==> config.mk <==
export PLATFORM = sky130hd
export DESIGN_NAME = btn_debounce
export DESIGN_NICKNAME = d
export VERILOG_FILES = /design/src/rtl/btn_pkg.sv /design/src/rtl/sync_2ff.sv /design/src/rtl/btn_debounce.sv
export SDC_FILE = /design/constraint.sdc
export NUM_CORES = 1
export LEC_CHECK = 0
export ABC_AREA = 0
export CAP_MARGIN = 20
export CORE_UTILIZATION = 30
export CTS_CLUSTER_SIZE = 16
export DETAILED_ROUTE_END_ITERATION = 8
export HOLD_SLACK_MARGIN = 0.1
export PLACE_DENSITY = 0.43
export SYNTH_ARGS = -nofsm -noshare
export SYNTH_HDL_FRONTEND = slang
export SYNTH_SLANG_ARGS = --single-unit
==> constraint.sdc <==
create_clock -name clk -period 6.4 [get_ports clk]
set_input_delay 1.28 -clock clk [delete_from_list [all_inputs] [get_ports clk]]
set_output_delay 1.28 -clock clk [all_outputs]
set_load 0.005 [all_outputs]
==> src/rtl/btn_pkg.sv <==
// Shared types and default timing constants for the push-button conditioning logic.
package btn_pkg;

  // Debounce FSM states: settled low, qualifying a rise, settled high, qualifying a fall.
  typedef enum logic [1:0] {
    S_LOW,
    S_CHK_HIGH,
    S_HIGH,
    S_CHK_LOW
  } btn_state_t;

  // 10 ms stability window at 100 MHz.
  localparam int unsigned BTN_DEBOUNCE_DEFAULT = 1_000_000;

  // 1 s hold time at 100 MHz before a long press is reported.
  localparam int unsigned BTN_LONG_DEFAULT = 100_000_000;

endpackage

==> src/rtl/sync_2ff.sv <==
// Generic two-flop synchronizer for asynchronous board inputs (buttons, switches).
// Both stages clear immediately on the asynchronous active-high reset.
module sync_2ff #(
  parameter int WIDTH = 1
) (
  input  logic             clk,
  input  logic             reset,
  input  logic [WIDTH-1:0] d,
  output logic [WIDTH-1:0] q
);

  logic [WIDTH-1:0] s1;

  // Two back-to-back flops give metastability a full cycle to resolve before q is used.
  always_ff @(posedge clk or posedge reset) begin
    if (reset) begin
      s1 <= '0;
      q  <= '0;
    end else begin
      s1 <= d;
      q  <= s1;
    end
  end

endmodule

==> src/rtl/btn_debounce.sv <==
// Push-button conditioner: 2-FF synchronizer, 4-state debounce FSM with a stability
// counter, registered level output and one-cycle rise/fall pulses.
// Optional feature: define BTN_LONG_PRESS_EN to build the hold counter that drives
// long_press; without it long_press is tied to 0 and no hold counter exists.
module btn_debounce
  import btn_pkg::*;
#(
  parameter int unsigned DEBOUNCE_CYCLES   = BTN_DEBOUNCE_DEFAULT,
  parameter int unsigned LONG_PRESS_CYCLES = BTN_LONG_DEFAULT
) (
  input  logic clk,
  input  logic reset,
  input  logic btn_in,
  output logic btn_level,
  output logic btn_rise,
  output logic btn_fall,
  output logic long_press
);

  localparam int CNT_W = $clog2(DEBOUNCE_CYCLES + 1);
  localparam logic [CNT_W-1:0] CNT_LAST = CNT_W'(DEBOUNCE_CYCLES - 1);

  // Both windows must be at least one cycle long for the counters to make sense.
  if (DEBOUNCE_CYCLES < 1 || LONG_PRESS_CYCLES < 1) begin : g_param_check
    $error("btn_debounce: DEBOUNCE_CYCLES and LONG_PRESS_CYCLES must be >= 1");
  end

  logic             btn_sync;
  btn_state_t       state;
  btn_state_t       state_next;
  logic [CNT_W-1:0] cnt;
  logic [CNT_W-1:0] cnt_next;
  logic             level_next;
  logic             rise_next;
  logic             fall_next;

  sync_2ff #(
    .WIDTH(1)
  ) u_sync (
    .clk  (clk),
    .reset(reset),
    .d    (btn_in),
    .q    (btn_sync)
  );

  // State and stability counter registers.
  always_ff @(posedge clk or posedge reset) begin
    if (reset) begin
      state <= S_LOW;
      cnt   <= '0;
    end else begin
      state <= state_next;
      cnt   <= cnt_next;
    end
  end

  // Next-state logic: any reversal during a check aborts it, and the counter exits at
  // CNT_LAST so it never wraps.
  always_comb begin
    state_next = state;
    cnt_next   = cnt;
    case (state)
      S_LOW: begin
        if (btn_sync) begin
          state_next = S_CHK_HIGH;
          cnt_next   = '0;
        end
      end
      S_CHK_HIGH: begin
        if (!btn_sync) begin
          state_next = S_LOW;
        end else if (cnt == CNT_LAST) begin
          state_next = S_HIGH;
        end else begin
          cnt_next = cnt + 1'b1;
        end
      end
      S_HIGH: begin
        if (!btn_sync) begin
          state_next = S_CHK_LOW;
          cnt_next   = '0;
        end
      end
      S_CHK_LOW: begin
        if (btn_sync) begin
          state_next = S_HIGH;
        end else if (cnt == CNT_LAST) begin
          state_next = S_LOW;
        end else begin
          cnt_next = cnt + 1'b1;
        end
      end
      default: begin
        state_next = S_LOW;
        cnt_next   = '0;
      end
    endcase
  end

  // Output decode: level follows the settled side, pulses only on completed qualifications.
  always_comb begin
    level_next = (state_next == S_HIGH) || (state_next == S_CHK_LOW);
    rise_next  = (state == S_CHK_HIGH) && (state_next == S_HIGH);
    fall_next  = (state == S_CHK_LOW) && (state_next == S_LOW);
  end

  // Registered outputs so downstream logic sees glitch-free, single-cycle pulses.
  always_ff @(posedge clk or posedge reset) begin
    if (reset) begin
      btn_level <= 1'b0;
      btn_rise  <= 1'b0;
      btn_fall  <= 1'b0;
    end else begin
      btn_level <= level_next;
      btn_rise  <= rise_next;
      btn_fall  <= fall_next;
    end
  end

`ifdef BTN_LONG_PRESS_EN
  localparam int HOLD_W = $clog2(LONG_PRESS_CYCLES + 1);
  localparam logic [HOLD_W-1:0] HOLD_LAST = HOLD_W'(LONG_PRESS_CYCLES - 1);
  localparam logic [HOLD_W-1:0] HOLD_SAT  = HOLD_W'(LONG_PRESS_CYCLES);

  logic [HOLD_W-1:0] hold;

  // Hold counter: restarts on each accepted press, saturates one past the trigger
  // point so long_press fires once per press, and clears when the press ends.
  always_ff @(posedge clk or posedge reset) begin
    if (reset) begin
      hold       <= '0;
      long_press <= 1'b0;
    end else begin
      long_press <= 1'b0;
      if (rise_next || state_next == S_LOW) begin
        hold <= '0;
      end else if ((state == S_HIGH || state == S_CHK_LOW) && hold != HOLD_SAT) begin
        hold       <= hold + 1'b1;
        long_press <= (hold == HOLD_LAST);
      end
    end
  end
`else
  assign long_press = 1'b0;
`endif

endmodule

==> results.sh <==
export IMPL_outcome="finished, final reports clean"
export IMPL_cp_end_kind="output pin"
export IMPL_skew_ns=0.003204
export IMPL_crit_path_max_incr_delay_ns=0.53
export IMPL_drt_wirelength_per_cell_um=15.88
export IMPL_grt_pass1_vias=1148
export IMPL_cap_violations=0
export IMPL_grt_usage=0.1480
export IMPL_critPathRequiredTime_ns=5.12
export IMPL_critPathLaunchType="flip-flop"
export IMPL_areaGrowthSynthToFinish_pct=10.83
export IMPL_switching_power_w=0.00007361
export IMPL_clockBufferDepth=2
export IMPL_grt_antenna_before_repair=0
export IMPL_dpl_hpwl_um=2141
export IMPL_syn_avg_cell_area_um2=9.291
export IMPL_die_area_um2=4858
export IMPL_pwr_share_clk=0.370
export IMPL_switching_share=0.2424
export IMPL_yosysSeqAreaShare=0.4732
export IMPL_sequentialPowerShare=0.564
export IMPL_slew_limit_headroom=0.5460
export IMPL_min_path_cells=0
export IMPL_overflow=0
export IMPL_vias=1160
export IMPL_worstSetupPathType="flip-flop to output pin"
export IMPL_r2r_start="cnt[11]"
export IMPL_critPathLaunch="btn_level"
export IMPL_synth_edf_count=0
export IMPL_hold_start="u_sync.s1"
export IMPL_core_um2=4384
export IMPL_ir_drop_mv=0.07550
export IMPL_ctsHoldBuffers=0
export IMPL_holdPathEnd="u_sync.q"
export IMPL_finalPower_w=0.0003037
export IMPL_pwr_share_comb=0.066
export IMPL_clk_pin_slew_worst_paths_ns=0.10
export IMPL_io_pins=7
export IMPL_drive_gt1_frac=0.05960
export IMPL_power_density_nw_per_um2=199.3
export IMPL_yosysWarnings=0
export IMPL_diodes=0
export IMPL_ys_ff_latch=26
export IMPL_die_h_um=69.70
export IMPL_crit_family="buffers and inverters"
export IMPL_worst_hold_slack_ns=0.3566
export IMPL_r2r_slack_ns=3.94
export IMPL_drtAntennaViolNets=0
export IMPL_slowest_stage="clkdlybuf4s50_1"
export IMPL_worst_pin_slew_ns=0.6761
export IMPL_layout_cells_non_filler=203
export IMPL_nets=156
export IMPL_cts_buffers=3
export IMPL_dieWidth_um=69.70
export IMPL_reg2reg_to="cnt[19]"
export IMPL_crit_path_cell_trace="clkdlybuf4s50_1"
export IMPL_period_needed_ns=2.505
export IMPL_async_reset_ff_frac=1.000
export IMPL_path_buf_inv=1
export IMPL_route_detailed_drc=0
export IMPL_placed_cells=198
export IMPL_r2r_cells=5
export IMPL_grt_max_degree=27
export IMPL_setup_violations=0
export IMPL_post_route_period_util=0.3914
export IMPL_drv_slew=0
export IMPL_start_util=0.3136
export IMPL_io_buffers=5
export IMPL_drt_iter0_markers=60
export IMPL_avgViaCountPerCell=5.714
export IMPL_insertion_delay_ns=0.28
export IMPL_cts_resized=0
export IMPL_rsz0062_at_grt="false"
export IMPL_postCtsSetupRepairBufs=0
export IMPL_rows=24
export IMPL_wl_um=3224
export IMPL_syn_num_nets=152
export IMPL_synth_cell_types=39
export IMPL_place_congestion=0.7726
export IMPL_hold_class="flip-flop to flip-flop"
export IMPL_p_int_w=0.0002301
export IMPL_ys_flop_type="dfrtp_1"
export IMPL_crit_arrival_ns=1.22
export IMPL_cts_root_buffer="clkbuf_8"
export IMPL_dr_pass1_iters=4
export IMPL_cts_tree="yes"
export IMPL_total_leakage_power_nw=0.5727
export IMPL_cts_max_level=1
export IMPL_cp_max_fo=5
export IMPL_syn_inst=148
export IMPL_hold_viol=0
export IMPL_syn_area_um2=1375
export IMPL_grt_pass1_wl_um=5775
export IMPL_fmax_mhz=399.2
export IMPL_cts_sinks=26
export IMPL_final_setup_tns_ns=0
layer usage:
metal | vias up | share of wire | wire [µm] | track usage
li1 | 554 | - | - | -
met1 | 581 | 0.50 | 1607 | 0.2086
met2 | 20 | 0.46 | 1492 | 0.2362
met3 | 5 | 0.026 | 83 | 0.02326
met4 | 0 | 0.012 | 40 | 0.04000
met5 | - | 0 | 0 | 0
synth_stat cells (3+ instances only):
master	instances	area (µm²)
inv_1	4	15.01
or3_1	3	18.77
a31oi_1	3	18.77
dfrtp_1	26	650.6
o21ai_0	16	80.08
o21ai_1	4	20.02
nand2_1	13	48.80
nand4_1	8	50.05
o31ai_1	5	37.54
clkbuf_1	3	11.26
nor2_1	8	30.03
nand3_1	12	60.06
nor3_1	3	15.01
a21oi_1	5	25.02
sequential cells by signal (all words and copies together) (netlist names):
signal	flops
btn_fall	1
u_sync.q	1
btn_level	1
u_sync.s1	1
state	1
cnt	20
btn_rise	1
kinds of logic (layout without fill, tap and decap cells):
kind of cell / Yosys count / count (layout) / share of synthesized area
compound gates: 42 / 42 / 0.1938
xor+xnor: 1 / 1 / 0.006371
fa+ha+maj: 1 / 1 / 0.009098
other cells: 1 / 1 / 0.002727
buf+inv: 12 / 15 / 0.04912
simple gates: 63 / 63 / 0.2502
mux: 2 / 2 / 0.01547
flops: 26 / 26 / 0.4732
power groups by stage:
| stage | sequential [W] | combinational, W | clock [W] |
|---|---|---|---|
| after floorplan | 0.000173 | 0.0000150 | 0 |
| final | 0.000171 | 0.0000201 | 0.000112 |
| after global routing | 0.000172 | 0.0000237 | 0.000121 |
| after CTS | 0.000171 | 0.0000186 | 0.000113 |
| after detailed placement | 0.000175 | 0.0000185 | 0 |
| after global placement | 0.000175 | 0.0000182 | 0 |
metrics by stage:
step	utilization	setup slack (ns)	cell area [µm²]
6_report	0.3476	3.895	1524
5_1_grt	0.3476	3.781	1524
4_1_cts	0.3413	3.896	1496
3_5_place_dp	0.3288	3.830	1441
3_3_place_gp	0.3288	3.855	1441
2_1_floorplan	-	4.339	1375
how the worst max path moves through the flow:
stage / end / slack (ns) / depth (start not counted)
6_report: btn_level / 3.90 / 1
5_1_grt: cnt[19] / 3.78 / 5
2_1_floorplan: cnt[12] / 4.34 / 7
3_3_place_gp: cnt[1] / 3.85 / 2
3_5_place_dp: cnt[1] / 3.83 / 2
4_1_cts: btn_level / 3.90 / 1
final cells by class:
class | instances | area (µm²)
tap | 52 | 65.06
fill | 451 | 2860
clock buffer | 4 | 55.05
inverter | 5 | 18.77
multi-input combinational | 110 | 656.9
timing repair buffer | 6 | 77.57
sequential | 26 | 650.6
placed cells by master (no fill, tap or decap), drive strengths merged, types with 3 or more instances in the layout:
cell,instances
inv,4
nand3,12
or3,3
clkdlybuf4s50,5
nor2,8
o31ai,5
or4,3
a31oi,3
nand4,8
o21ai,21
a21oi,5
clkbuf,4
nor3,3
dfrtp,26
nand2,13
No activity file was read; power rests on OpenSTA's default activity.
